**src/rtl/imem_boot_loader_if.sv**
```systemverilog
// Byte-stream handshake plus IM SRAM write port between the boot loader (master)
// and the host byte source / SRAM macro side (slave).
interface imem_boot_loader_if #(
  parameter int ADDR_W = 14
);
  logic              rx_valid;
  logic [7:0]        rx_data;
  logic              rx_ready;
  logic              mem_ceb;
  logic              mem_web;
  logic [31:0]       mem_bweb;
  logic [ADDR_W-1:0] mem_a;
  logic [31:0]       mem_di;

  modport master (
    input  rx_valid, rx_data,
    output rx_ready, mem_ceb, mem_web, mem_bweb, mem_a, mem_di
  );

  modport slave (
    output rx_valid, rx_data,
    input  rx_ready, mem_ceb, mem_web, mem_bweb, mem_a, mem_di
  );
endinterface

```
**src/rtl/imem_boot_loader.sv**
```systemverilog
// Instruction-SRAM boot loader: LEN / words / XOR trailer byte stream in,
// one-cycle SRAM word writes out, CPU held in reset until the image verifies.
module imem_boot_loader #(
  parameter int ADDR_W    = 14,
  parameter int MAX_WORDS = 1 << ADDR_W,
  parameter int BASE_WORD = 0
) (
  input  logic                clk,
  input  logic                rst,
  imem_boot_loader_if.master  bus,
  output logic                cpu_hold,
  output logic                done,
  output logic                error
);

  typedef enum logic [2:0] {
    S_LEN, S_DATA, S_WRITE, S_CSUM, S_DONE, S_ERR
  } state_t;

  state_t          state, state_nx;
  logic [1:0]      byte_cnt;
  logic [ADDR_W:0] word_cnt;
  logic [ADDR_W:0] len_q;
  logic [31:0]     acc;
  logic [7:0]      xsum;

  logic        take;
  logic        last_byte;
  logic [31:0] acc_nx;
  logic        len_bad;

  assign bus.rx_ready = (state == S_LEN) || (state == S_DATA) || (state == S_CSUM);
  assign take         = bus.rx_valid && bus.rx_ready;
  assign last_byte    = (byte_cnt == 2'd3);
  // Little-endian assembly: the newest byte enters at the top and walks down.
  assign acc_nx       = {bus.rx_data, acc[31:8]};
  assign len_bad      = (acc_nx == 32'd0) || (acc_nx > 32'(MAX_WORDS));

  always_ff @(posedge clk or negedge rst) begin
    if (!rst) state <= S_LEN;
    else      state <= state_nx;
  end

  always_comb begin
    // NOTE: every output of this block gets a default before the case, so no path can infer a latch.
    state_nx = state;
    cpu_hold = 1'b1;
    done     = 1'b0;
    error    = 1'b0;
    case (state)
      S_LEN:   if (take && last_byte) state_nx = len_bad ? S_ERR : S_DATA;
      S_DATA:  if (take && last_byte) state_nx = S_WRITE;
      S_WRITE: state_nx = ((word_cnt + 1'b1) == len_q) ? S_CSUM : S_DATA;
      S_CSUM:  if (take) state_nx = (bus.rx_data == xsum) ? S_DONE : S_ERR;
      S_DONE: begin
        cpu_hold = 1'b0;
        done     = 1'b1;
      end
      S_ERR:   error = 1'b1;
      default: state_nx = S_ERR;
    endcase
  end

  // SRAM strobes are registered so they are low for exactly the WRITE cycle,
  // and A/DI change only when a write is issued.
  always_ff @(posedge clk or negedge rst) begin
    if (!rst) begin
      byte_cnt     <= '0;
      word_cnt     <= '0;
      len_q        <= '0;
      acc          <= '0;
      xsum         <= '0;
      bus.mem_ceb  <= 1'b1;
      bus.mem_web  <= 1'b1;
      bus.mem_bweb <= '1;
      bus.mem_a    <= '0;
      bus.mem_di   <= '0;
    end else begin
      // NOTE: non-blocking assignments throughout, so all registers update together at the edge.
      bus.mem_ceb  <= 1'b1;
      bus.mem_web  <= 1'b1;
      bus.mem_bweb <= '1;
      if (take && (state != S_CSUM)) begin
        acc      <= acc_nx;
        byte_cnt <= byte_cnt + 2'd1;
      end
      if (take && (state == S_LEN) && last_byte)
        len_q <= acc_nx[ADDR_W:0];
      if (take && (state == S_DATA)) begin
        xsum <= xsum ^ bus.rx_data;
        if (last_byte) begin
          bus.mem_ceb  <= 1'b0;
          bus.mem_web  <= 1'b0;
          bus.mem_bweb <= '0;
          bus.mem_a    <= ADDR_W'(BASE_WORD) + word_cnt[ADDR_W-1:0];
          bus.mem_di   <= acc_nx;
        end
      end
      if (state == S_WRITE)
        word_cnt <= word_cnt + 1'b1;
    end
  end

endmodule

```
**src/flat_wrapper.sv**
```systemverilog
// flat-port wrapper written by rule: the top's interface ports become plain ports
module imem_boot_loader_flat 
#(
  parameter int ADDR_W    = 14,
  parameter int MAX_WORDS = 1 << ADDR_W,
  parameter int BASE_WORD = 0
)
  (clk, rst, cpu_hold, done, error, bus_rx_valid, bus_rx_data, bus_rx_ready, bus_mem_ceb, bus_mem_web, bus_mem_bweb, bus_mem_a, bus_mem_di);
  imem_boot_loader_if #(.ADDR_W(ADDR_W)) bus_i ();
  input  logic clk;
  input  logic rst;
  output logic cpu_hold;
  output logic done;
  output logic error;
  input wire logic [$bits(bus_i.rx_valid)-1:0] bus_rx_valid;
  input wire logic [$bits(bus_i.rx_data)-1:0] bus_rx_data;
  output wire logic [$bits(bus_i.rx_ready)-1:0] bus_rx_ready;
  output wire logic [$bits(bus_i.mem_ceb)-1:0] bus_mem_ceb;
  output wire logic [$bits(bus_i.mem_web)-1:0] bus_mem_web;
  output wire logic [$bits(bus_i.mem_bweb)-1:0] bus_mem_bweb;
  output wire logic [$bits(bus_i.mem_a)-1:0] bus_mem_a;
  output wire logic [$bits(bus_i.mem_di)-1:0] bus_mem_di;
  assign bus_i.rx_valid = bus_rx_valid;
  assign bus_i.rx_data = bus_rx_data;
  assign bus_rx_ready = bus_i.rx_ready;
  assign bus_mem_ceb = bus_i.mem_ceb;
  assign bus_mem_web = bus_i.mem_web;
  assign bus_mem_bweb = bus_i.mem_bweb;
  assign bus_mem_a = bus_i.mem_a;
  assign bus_mem_di = bus_i.mem_di;
  imem_boot_loader #(.ADDR_W(ADDR_W), .MAX_WORDS(MAX_WORDS), .BASE_WORD(BASE_WORD)) u_core (.clk(clk), .rst(rst), .bus(bus_i), .cpu_hold(cpu_hold), .done(done), .error(error));
endmodule
```
**config.mk**
```make
export PLATFORM = sky130hd
export DESIGN_NAME = imem_boot_loader_flat
export DESIGN_NICKNAME = d
export VERILOG_FILES = /design/src/rtl/imem_boot_loader_if.sv /design/src/rtl/imem_boot_loader.sv /design/src/flat_wrapper.sv
export SDC_FILE = /design/constraint.sdc
export NUM_CORES = 1
export LEC_CHECK = 0
export CAP_MARGIN = 20
export CORE_MARGIN = 4
export CORE_UTILIZATION = 48
export DETAILED_ROUTE_END_ITERATION = 8
export PLACE_DENSITY = 0.84
export SLEW_MARGIN = 25
export SYNTH_ARGS = -nofsm -noshare
export SYNTH_HDL_FRONTEND = slang
export SYNTH_SLANG_ARGS = --single-unit
export TNS_END_PERCENT = 1
```
**constraint.sdc**
```tcl
create_clock -name clk -period 1.93 [get_ports clk]
set_input_delay 0.193 -clock clk [delete_from_list [all_inputs] [get_ports clk]]
set_output_delay 0.193 -clock clk [all_outputs]
set_load 0.01 [all_outputs]
```
==> flow_metrics.py <==
metrics = {
    "placed_design": {
        "routabilityCongestion": 0.893,
        "hpwl_mm": 7.87,
        "numPortBuffers": 94,
        "dpl_cell_area_sq_um": 6300,
        "place_inst": 618,
    },
    "worst_setup_path": {
        "slowest_delay_ns": 0.55,
        "crit_arrival_ns": 1.66,
        "cp_slowest_cell": "clkdlybuf4s50_1",
        "crit_family": "buffers and inverters",
        "worstPathRequired_ns": 1.74,
        "crit_buf_inv": 2,
        "criticalPathCategory": "flip-flop to output port",
        "path_cells": "clkinv_2 -> a21oi_1 -> clkdlybuf4s50_1",
        "path_max_fanout": 7,
        "endpoint_kind": "output port",
        "cp-start-kind": "flip-flop",
    },
    "detailed_routing": {
        "wire_per_inst_um": 18.3,
        "drt_iter0_drc": 162,
        "drtAntennaViolNets": 0,
        "drt_first_pass_iters": 4,
        "routed_via_density": 5.44,
        "wl_mm": 11.9,
        "vias": 3547,
        "drc_errors": 0,
    },
    "clock_tree": {
        "cts_htree_levels": 4,
        "cts_made_buffers": 17,
        "cts_root_buf": "clkbuf_16",
        "cts.path.max_buffers": 2,
        "clkSinkCount": 114,
        "clk_pin_slew_ns": 0.05,
        "clk-insertion-delay-late_ns": 0.41,
        "cts_tree": "yes",
    },
    "global_route": {
        "grt_usage_pct": 19.4,
        "grt_start_max_net_pins": 44,
        "overflow": 0,
        "antenna_found_initial": 0,
        "grt_pass1_wl_mm": 19.6,
        "grt_pass1_vias": 3697,
    },
    "sta": {
        "worst_clock_skew_ns": 0.00921,
        "worst-slew-pin-transition_ns": 0.508,
        "fmaxAchievable_mhz": 541,
        "maxSlewViolCount": 0,
        "slew_headroom_pct": 65.7,
        "finalSetupViolCount": 0,
        "period_needed_ns": 1.85,
        "rsz0062_at_grt": "true",
        "hold_viol_final": 0,
        "post-route-period-util_pct": 95.8,
    },
    "synth": {
        "synth_edf_count": 0,
        "ys_types": 48,
        "ys_ff_latch": 114,
        "synth_area_sq_um": 5430,
        "synth_top_flop_cell": "dfrtp_1",
        "ys_warn_count": 0,
        "yosysSeqAreaShare_pct": 52.6,
        "async_flop_share_pct": 100,
        "syn_area_per_cell_sq_um": 12.9,
        "syn_nets": 433,
        "synth_cells": 420,
    },
    "die": {
        "dieHeight_um": 114,
        "fp.coreArea_sq_um": 10900,
        "fp.dieArea_sq_um": 13100,
        "die_x_um": 114,
        "rows": 38,
        "start_util_pct": 49.6,
        "io_pins": 95,
    },
    "hold_path": {
        "hold_path.class": "primary input to async pin",
    },
    "flow_run": {
        "cap_viol_max_count": 0,
    },
    "power": {
        "p_sw_mw": 2.85,
        "power_frac_clock_pct": 35.1,
        "power_density_nw_per_um2": 1400,
        "p_seq_share_pct": 40.0,
        "leakagePower_nw": 3.06,
        "ir_worst_vdd_uv": 1010,
        "pwr-share-comb_pct": 24.9,
        "p_int_mw": 6.89,
        "swShare_pct": 29.3,
    },
    "layout": {
        "area_growth_pct": 28.6,
        "fin_nets": 512,
        "nFillCells": 806,
        "mostFrequentLayoutCells": "dfrtp_1 (110), mux2_2 (83), clkdlybuf4s50_1 (57)",
        "fin_area_sq_um": 6980,
        "fin_cells": 652,
        "drive_above_1_share_pct": 30.5,
        "num_antenna_cells": 0,
        "final_common_cell": "dfrtp_1",
    },
    "run_status": {
        "outcome": "completed",
    },
}
==> cell usage after synthesis, drive strengths merged, types with 5 or more instances <==
cell / instances / area [sq um]
nor4: 11 / 90.1
nand4: 9 / 62.6
nand2: 24 / 90.1
buf: 46 / 339
nand3: 13 / 108
clkbuf: 5 / 51.3
dfrtp: 113 / 2830
xnor2: 40 / 350
nand2b: 5 / 38.8
mux2: 85 / 957
nor3: 7 / 45.0
nor2: 12 / 60.1
xor2: 10 / 87.6
==> registers in the layout, summed over array words and instances, names as in the netlist <==
name and flops:
u_core.bus.mem_di 32, u_core.acc 24, u_core.len_q 15, u_core.word_cnt 15
u_core.bus.mem_a 14, u_core.xsum 8, u_core.state 3, u_core.byte_cnt 2
u_core.bus.mem_bweb 1
==> worst paths after layout <==
path	start	end	slack, ns	cells past startpoint
setup reg to reg	u_core.word_cnt[6]	u_core.state[1]	0.10	5
min in group clk	u_core.bus.mem_a[7]	u_core.bus.mem_a[7]	0.49	2
setup / recovery	u_core.state[0]	bus_rx_ready	0.08	3
hold / removal	rst	u_core.acc[16]	0.29	2
hold reg to reg	u_core.bus.mem_a[7]	u_core.bus.mem_a[7]	0.49	2
max in group asynchronous	rst	u_core.state[2]	0.93	3
==> kinds of logic after synthesis <==
kind of cell / count (synthesis) / share of synthesized area, %
flops: 114 / 52.6
simple gates: 93 / 10.7
buf+inv: 54 / 7.40
xor+xnor: 50 / 8.07
fa+ha+maj: 2 / 0.461
mux: 88 / 18.2
compound gates: 19 / 2.54
==> power by group through the flow <==
stage	Sequential (mW)	Clock (mW)	Combinational (mW)
global placement	3.84	0	2.28
finish	3.90	3.42	2.42
global route	3.98	3.56	2.62
CTS	3.89	3.45	2.42
detailed placement	3.89	0	2.37
floorplan	3.73	0	1.36
==> metrics by stage <==
| step | utilization, % | power, mW | hold slack, ns | worst slack (ns) | TNS [ns] |
|---|---|---|---|---|---|
| 2_1_floorplan | - | 5.09 | -0.103 | 0.0971 | 0 |
| 3_3_place_gp | 57.6 | 6.12 | 0.190 | 0.0996 | 0 |
| 3_5_place_dp | 57.6 | 6.26 | 0.195 | 0.0344 | 0 |
| 4_1_cts | 63.4 | 9.76 | 0.304 | 0.00535 | 0 |
| 5_1_grt | 63.8 | 10.2 | 0.338 | -0.0109 | -0.0127 |
| 6_report | 63.8 | 9.74 | 0.288 | 0.0802 | 0 |
==> metal layers <==
metal  part of all wire, %  GRT usage (%)
met5                     0              0
met3                   6.0           5.55
met1                    41           24.0
met4                   2.0           7.05
met2                    51           32.6
==> area by class of cell <==
class / count / area [sq um] / area share [%]
Clock buffer: 21 / 480 / 6.88
Clock inverter: 11 / 175 / 2.51
Inverter: 3 / 12.5 / 0.179
Multi-Input combinational cell: 252 / 2210 / 31.7
Sequential cell: 114 / 2860 / 41.0
Tap cell: 140 / 175 / 2.51
Timing Repair Buffer: 111 / 1060 / 15.3
==> timing repair <==
item | in CTS | in global routing
resized for setup | 41 | 6
hold endpoints to repair | 34 | 0
hold buffers | 1 | 0
buffers inserted | 0 | 1
setup endpoints to repair | 39 | 4
pin swaps | 0 | 0
==> worst reg2reg max path, stage by stage (launching register included) <==
cell and delay, ns:
dfrtp_1 0.48, nand3_4 0.22, or3_1 0.44, o31ai_2 0.25, nand4_1 0.16, o31ai_2 0.19
No activity file was read; power rests on OpenSTA's default activity.
==> edit 1: new RTL, config.mk and constraints unchanged <==
`ADDR_W` is set to 14 in 3 places; all go to 13.
--- a/src/rtl/imem_boot_loader_if.sv
+++ b/src/rtl/imem_boot_loader_if.sv
@@ -2,5 +2,5 @@
 // and the host byte source / SRAM macro side (slave).
 interface imem_boot_loader_if #(
-  parameter int ADDR_W = 14
+  parameter int ADDR_W = 13
 );
   logic              rx_valid;
--- a/src/rtl/imem_boot_loader.sv
+++ b/src/rtl/imem_boot_loader.sv
@@ -2,5 +2,5 @@
 // one-cycle SRAM word writes out, CPU held in reset until the image verifies.
 module imem_boot_loader #(
-  parameter int ADDR_W    = 14,
+  parameter int ADDR_W    = 13,
   parameter int MAX_WORDS = 1 << ADDR_W,
   parameter int BASE_WORD = 0
--- a/src/flat_wrapper.sv
+++ b/src/flat_wrapper.sv
@@ -2,5 +2,5 @@
 module imem_boot_loader_flat 
 #(
-  parameter int ADDR_W    = 14,
+  parameter int ADDR_W    = 13,
   parameter int MAX_WORDS = 1 << ADDR_W,
   parameter int BASE_WORD = 0
Interface: changed (resized bus_mem_a); port bits go from 95 to 94. The function was not compared with the original's and may differ.
==> edit 1 against the original RTL <==
Final area down 6.9%. Worst setup slack improved by 57 ps. Area after synthesis decreased by 2.6%. Wire length fell by 10%. Sequential cell count down 3. Non-clock buffer count rose by 13. Synthesized cell count down 4.5%. Highest routed layer unchanged. Fmax rose by 3.2%. Register-to-register slack improved by 50 ps. Via count shrank 8.0%. Global-route usage shrank 2.0 points.
Power is not compared: it rests on default switching activity, and its combinational part moved more than twofold at a synthesized area within 25%.
==> edit 1: results <==
[power_and_ir_drop]
p_int_mw = 2.99
leakage_nw = 3.10
vdd_drop_max_mv = 0.372

[synth]
synth_fp_nets = 414
ys_seq_area_share_pct = 52.6
ys_warn_count = 0
yosys-top-cells-count = "dfrtp_1, mux2_2, buf_4"
syn_avg_cell_area_um2 = 13.2
synthTopCellsByArea = "dfrtp_1, mux2_2, mux2_4"
async_flop_share_pct = 100
synth_cell_types = 42
synth_xor_area_share_pct = 8.12
synth.mux.area_fraction_pct = 20.6
synth-adder-area-share_pct = 0.473
synth_compound_area_share_pct = 2.44

[timing]
fin_skew_ps = 13.8
worst_pin_slew_ps = 558

[detailed_routing]
drtAntennaViolNets = 0
first_iter_violations = 135
wl_um = 10700
vias = 3262
firstDrtPassIters = 4
vias_per_cell = 5.16

[global_route]
grt_pass1_wl_um = 17900
grt_usage_pct = 17.4
antenna_found_initial = 0
grt_pass1_vias = 3425
grt_max_degree = 42

[worst_setup_path]
crit_fanout = 6
startpoint = "u_core.state[1]$_DFFE_PN0P_"
reg2reg_from = "u_core.word_cnt[0]$_DFFE_PN0N_"
r2r_cells = 8

[status]
outcome = "finished clean"

[clocking]
h-tree-depth = 3
clockBufferDepth = 2
clkTransAtPathRegs_ps = 110
clk-insertion-delay-late_ps = 370
root_buffer = "clkbuf_8"
numCtsBuffers = 9

[place]
dp.cells = 612
dp_hpwl_um = 7740
io_buffers = 93
gp_congestion = 0.843

[cells_and_area]
drive_gt1_share_pct = 30.3
nFillCells = 862
top_regs = "u_core.bus.mem_di: 32 flops, u_core.acc: 24 flops"
final_nets = 500
diodes = 0

[hold_path]
hold_path.class = "primary input to async pin"
[edit 1: changes by cell type in the layout (fill, tap and decap cells not counted), moves of 10 or more]
cell	change
xnor2_1	-11
clkbuf_16	-17
mux2_4	+27
buf_4	+11
xor2_1	+10
mux2_2	-26
[edit 1: cells by family after synthesis]
family	count (synthesis)
AOI/OAI and AO/OA	20
adders and majority gates	2
and+or+nand+nor	76
buffers and inverters	55
muxes	88
xor gates and xnor gates	49
DFF	111
[edit 1: power by group through the flow]
stage                     clock [mW]  combinational, mW  sequential (mW)
after global routing            1.57              0.127             2.32
after global placement             0              0.111             2.37
after CTS                       1.46              0.116             2.32
after detailed placement           0              0.114             2.37
after floorplan                    0            0.00791             2.37
final                           1.43              0.112             2.32
[edit 1: final cells by class]
type / count / area [um2] / share of cell area [%]
clock buffer: 9 / 124 / 1.91
clock inverter: 7 / 77.6 / 1.19
inverter: 6 / 22.5 / 0.347
multi-input combinational: 235 / 2110 / 32.6
sequential: 111 / 2790 / 42.9
tap: 140 / 175 / 2.70
timing repair buffer: 124 / 1190 / 18.4
[edit 1: worst max-delay path: stages, from the launching register on]
cell and delay (ps):
dfrtp_1 410, inv_2 110, nand3_2 110, inv_1 60
clkdlybuf4s50_1 530
[edit 1: per-stage QoR]
stage / cell area (um2) / utilization, % / TNS [ps] / power, mW / setup WS, ps
finish: 6490 / 60.2 / 0 / 3.87 / 137
global route: 6490 / 60.2 / -17.9 / 4.02 / -17.9
CTS: 6440 / 59.7 / 0 / 3.90 / 5.55
detailed placement: 6270 / 58.1 / -148 / 2.48 / -148
global placement: 6270 / 58.1 / -138 / 2.48 / -138
floorplan: 5290 / - / 0 / 2.38 / 94.2
[edit 1: final timing paths]
kind	endpoint	slack, ps
max	done	140
min	u_core.bus.mem_a[12]$_DFFE_PN0P_	350
max reg2reg	u_core.state[1]$_DFFE_PN0P_	150
min reg2reg	u_core.byte_cnt[0]$_DFFE_PN0P_	490
max in group asynchronous	u_core.acc[8]$_DFFE_PN0P_	960
min in group clk	u_core.byte_cnt[0]$_DFFE_PN0P_	490
[edit 1: metal layers]
layer / vias up / part of all wire [%] / GRT usage (%)
met5: - / 0 / 0
met1: 1658 / 45 / 23.5
met4: 0 / 0.75 / 3.85
li1: 1525 / - / -
met2: 70 / 50 / 29.3
met3: 9 / 3.9 / 3.53
[edit 1: repair_timing]
item | CTS | global route
hold buffers | 1 | 0
setup buffers | 0 | 3
pin swaps | 0 | 2
resized for setup | 38 | 8
endpoints found under the setup margin | 37 | 2
hold endpoints to repair | 38 | 0
==> edit 2: new RTL, same flow settings <==
Without the edit above. The 6 states of `state_t` get a one-hot encoding in 6 bits.
--- a/src/rtl/imem_boot_loader.sv
+++ b/src/rtl/imem_boot_loader.sv
@@ -14,6 +14,6 @@
 );
 
-  typedef enum logic [2:0] {
-    S_LEN, S_DATA, S_WRITE, S_CSUM, S_DONE, S_ERR
+  typedef enum logic [5:0] {
+    S_LEN = 6'b000001, S_DATA = 6'b000010, S_WRITE = 6'b000100, S_CSUM = 6'b001000, S_DONE = 6'b010000, S_ERR = 6'b100000
   } state_t;
 
Behaviour: same outputs for any inputs over 4 cycles, from zero or initial values and one cycle with rst low; so few cycles prove little.
==> edit 2 against the original RTL <==
The run now ends with negative setup slack left. Critical path depth grew 3. Register-to-register slack lost 300 ps. Sequential cell count grew 3. Die area grew 0.18%. Global-route usage grew 1.2 points. Final area grew 8.2%. Area after synthesis grew 0.18%. Critical path type is now register to register. Wire length grew 8.8%. Worst setup slack lost 280 ps.
Power is not compared: it rests on default switching activity, and its combinational part moved more than twofold at a synthesized area within 25%.
==> edit 2: results <==
[worst_setup_path]
cp_top_family = "compound AO/OA/AOI/OAI gates"
critPathRequiredTime_ps = 2220
crit_fanout = 5
slowest_stage = "dfrtp_1"
critPathMaxStageDelay_ps = 430

[place]
dp.cells = 679
place_area_um2 = 6800
pre_cts_ws_ps = -252
io_buffers = 94
gp_congestion = 0.873
dp_hpwl_um = 8930

[detailed_routing]
wl_met2_um = 6480
vias_per_cell = 5.37
first_iter_violations = 167
wl_met3_um = 775
wl_met1_um = 5510
wl_um = 13000
wl_per_cell_um = 18.2

[timing]
setup_tns_ps = -9290
fin_skew_ps = 11.1
setup_viol = 65
fin_ws_ps = -199
worst_pin_slew_ps = 398

[cells_and_area]
comb.multi_input.count = 257
final-clk-cell-share_pct = 7.59
drive_gt1_share_pct = 33.2
final_nets = 575
regArea_um2 = 2940
nFillCells = 766
buffers = 164
inv_count = 5
bufAreaShareNonClock_pct = 19.9
multi_input_area_share_pct = 31.1

[global_route]
grt_max_degree = 39
grt_pass1_vias = 4143
grtUsageMet1_pct = 25.9
grt_pass1_wl_um = 21000
grt_usage_pct = 20.6
gr-usage-met2_pct = 34.1

[clocking]
cts.repair.resized = 53
clkTransAtPathRegs_ps = 50
postCtsSetupBuffers = 1

[synth]
synth_cell_types = 44
yosys-top-cells-count = "dfrtp_1, mux2_2, mux2_1"
synth_fp_nets = 443
ys_seq_area_share_pct = 53.9
synth_cells = 430
synth_seq_cells = 117
syn_avg_cell_area_um2 = 12.6

[status]
outcome = "finished, violations left"
failed_checks = "negative setup slack"
-- edit 2: final timing paths --
check | start | depth (start not counted) | slack [ps] | end
worst max-delay path | u_core.word_cnt[1]$_DFFE_PN0P_ | 6 | -200 | u_core.state[1]$_DFFE_PN0P_
worst min-delay path | rst | 2 | 190 | u_core.bus.mem_di[8]$_DFFE_PN0P_
worst max register to register | u_core.word_cnt[1]$_DFFE_PN0P_ | 6 | -200 | u_core.state[1]$_DFFE_PN0P_
worst min register to register | u_core.bus.mem_a[2]$_DFFE_PN0P_ | 1 | 490 | u_core.bus.mem_a[2]$_DFFE_PN0P_
max in group asynchronous | rst | 3 | 1050 | u_core.bus.mem_bweb[30]$_DFF_PN1_
min in group clk | bus_rx_valid | 2 | 480 | u_core.state[0]$_DFFE_PN1P_
-- edit 2: cell families after synthesis --
logic type      after synthesis  share of synthesized area [%]
buf+inv                      56                           6.70
mux                          86                           17.8
fa+ha+maj                     2                          0.460
xor+xnor                     51                           8.22
flops                       117                           53.9
simple gates                 94                           9.76
compound gates               24                           3.15
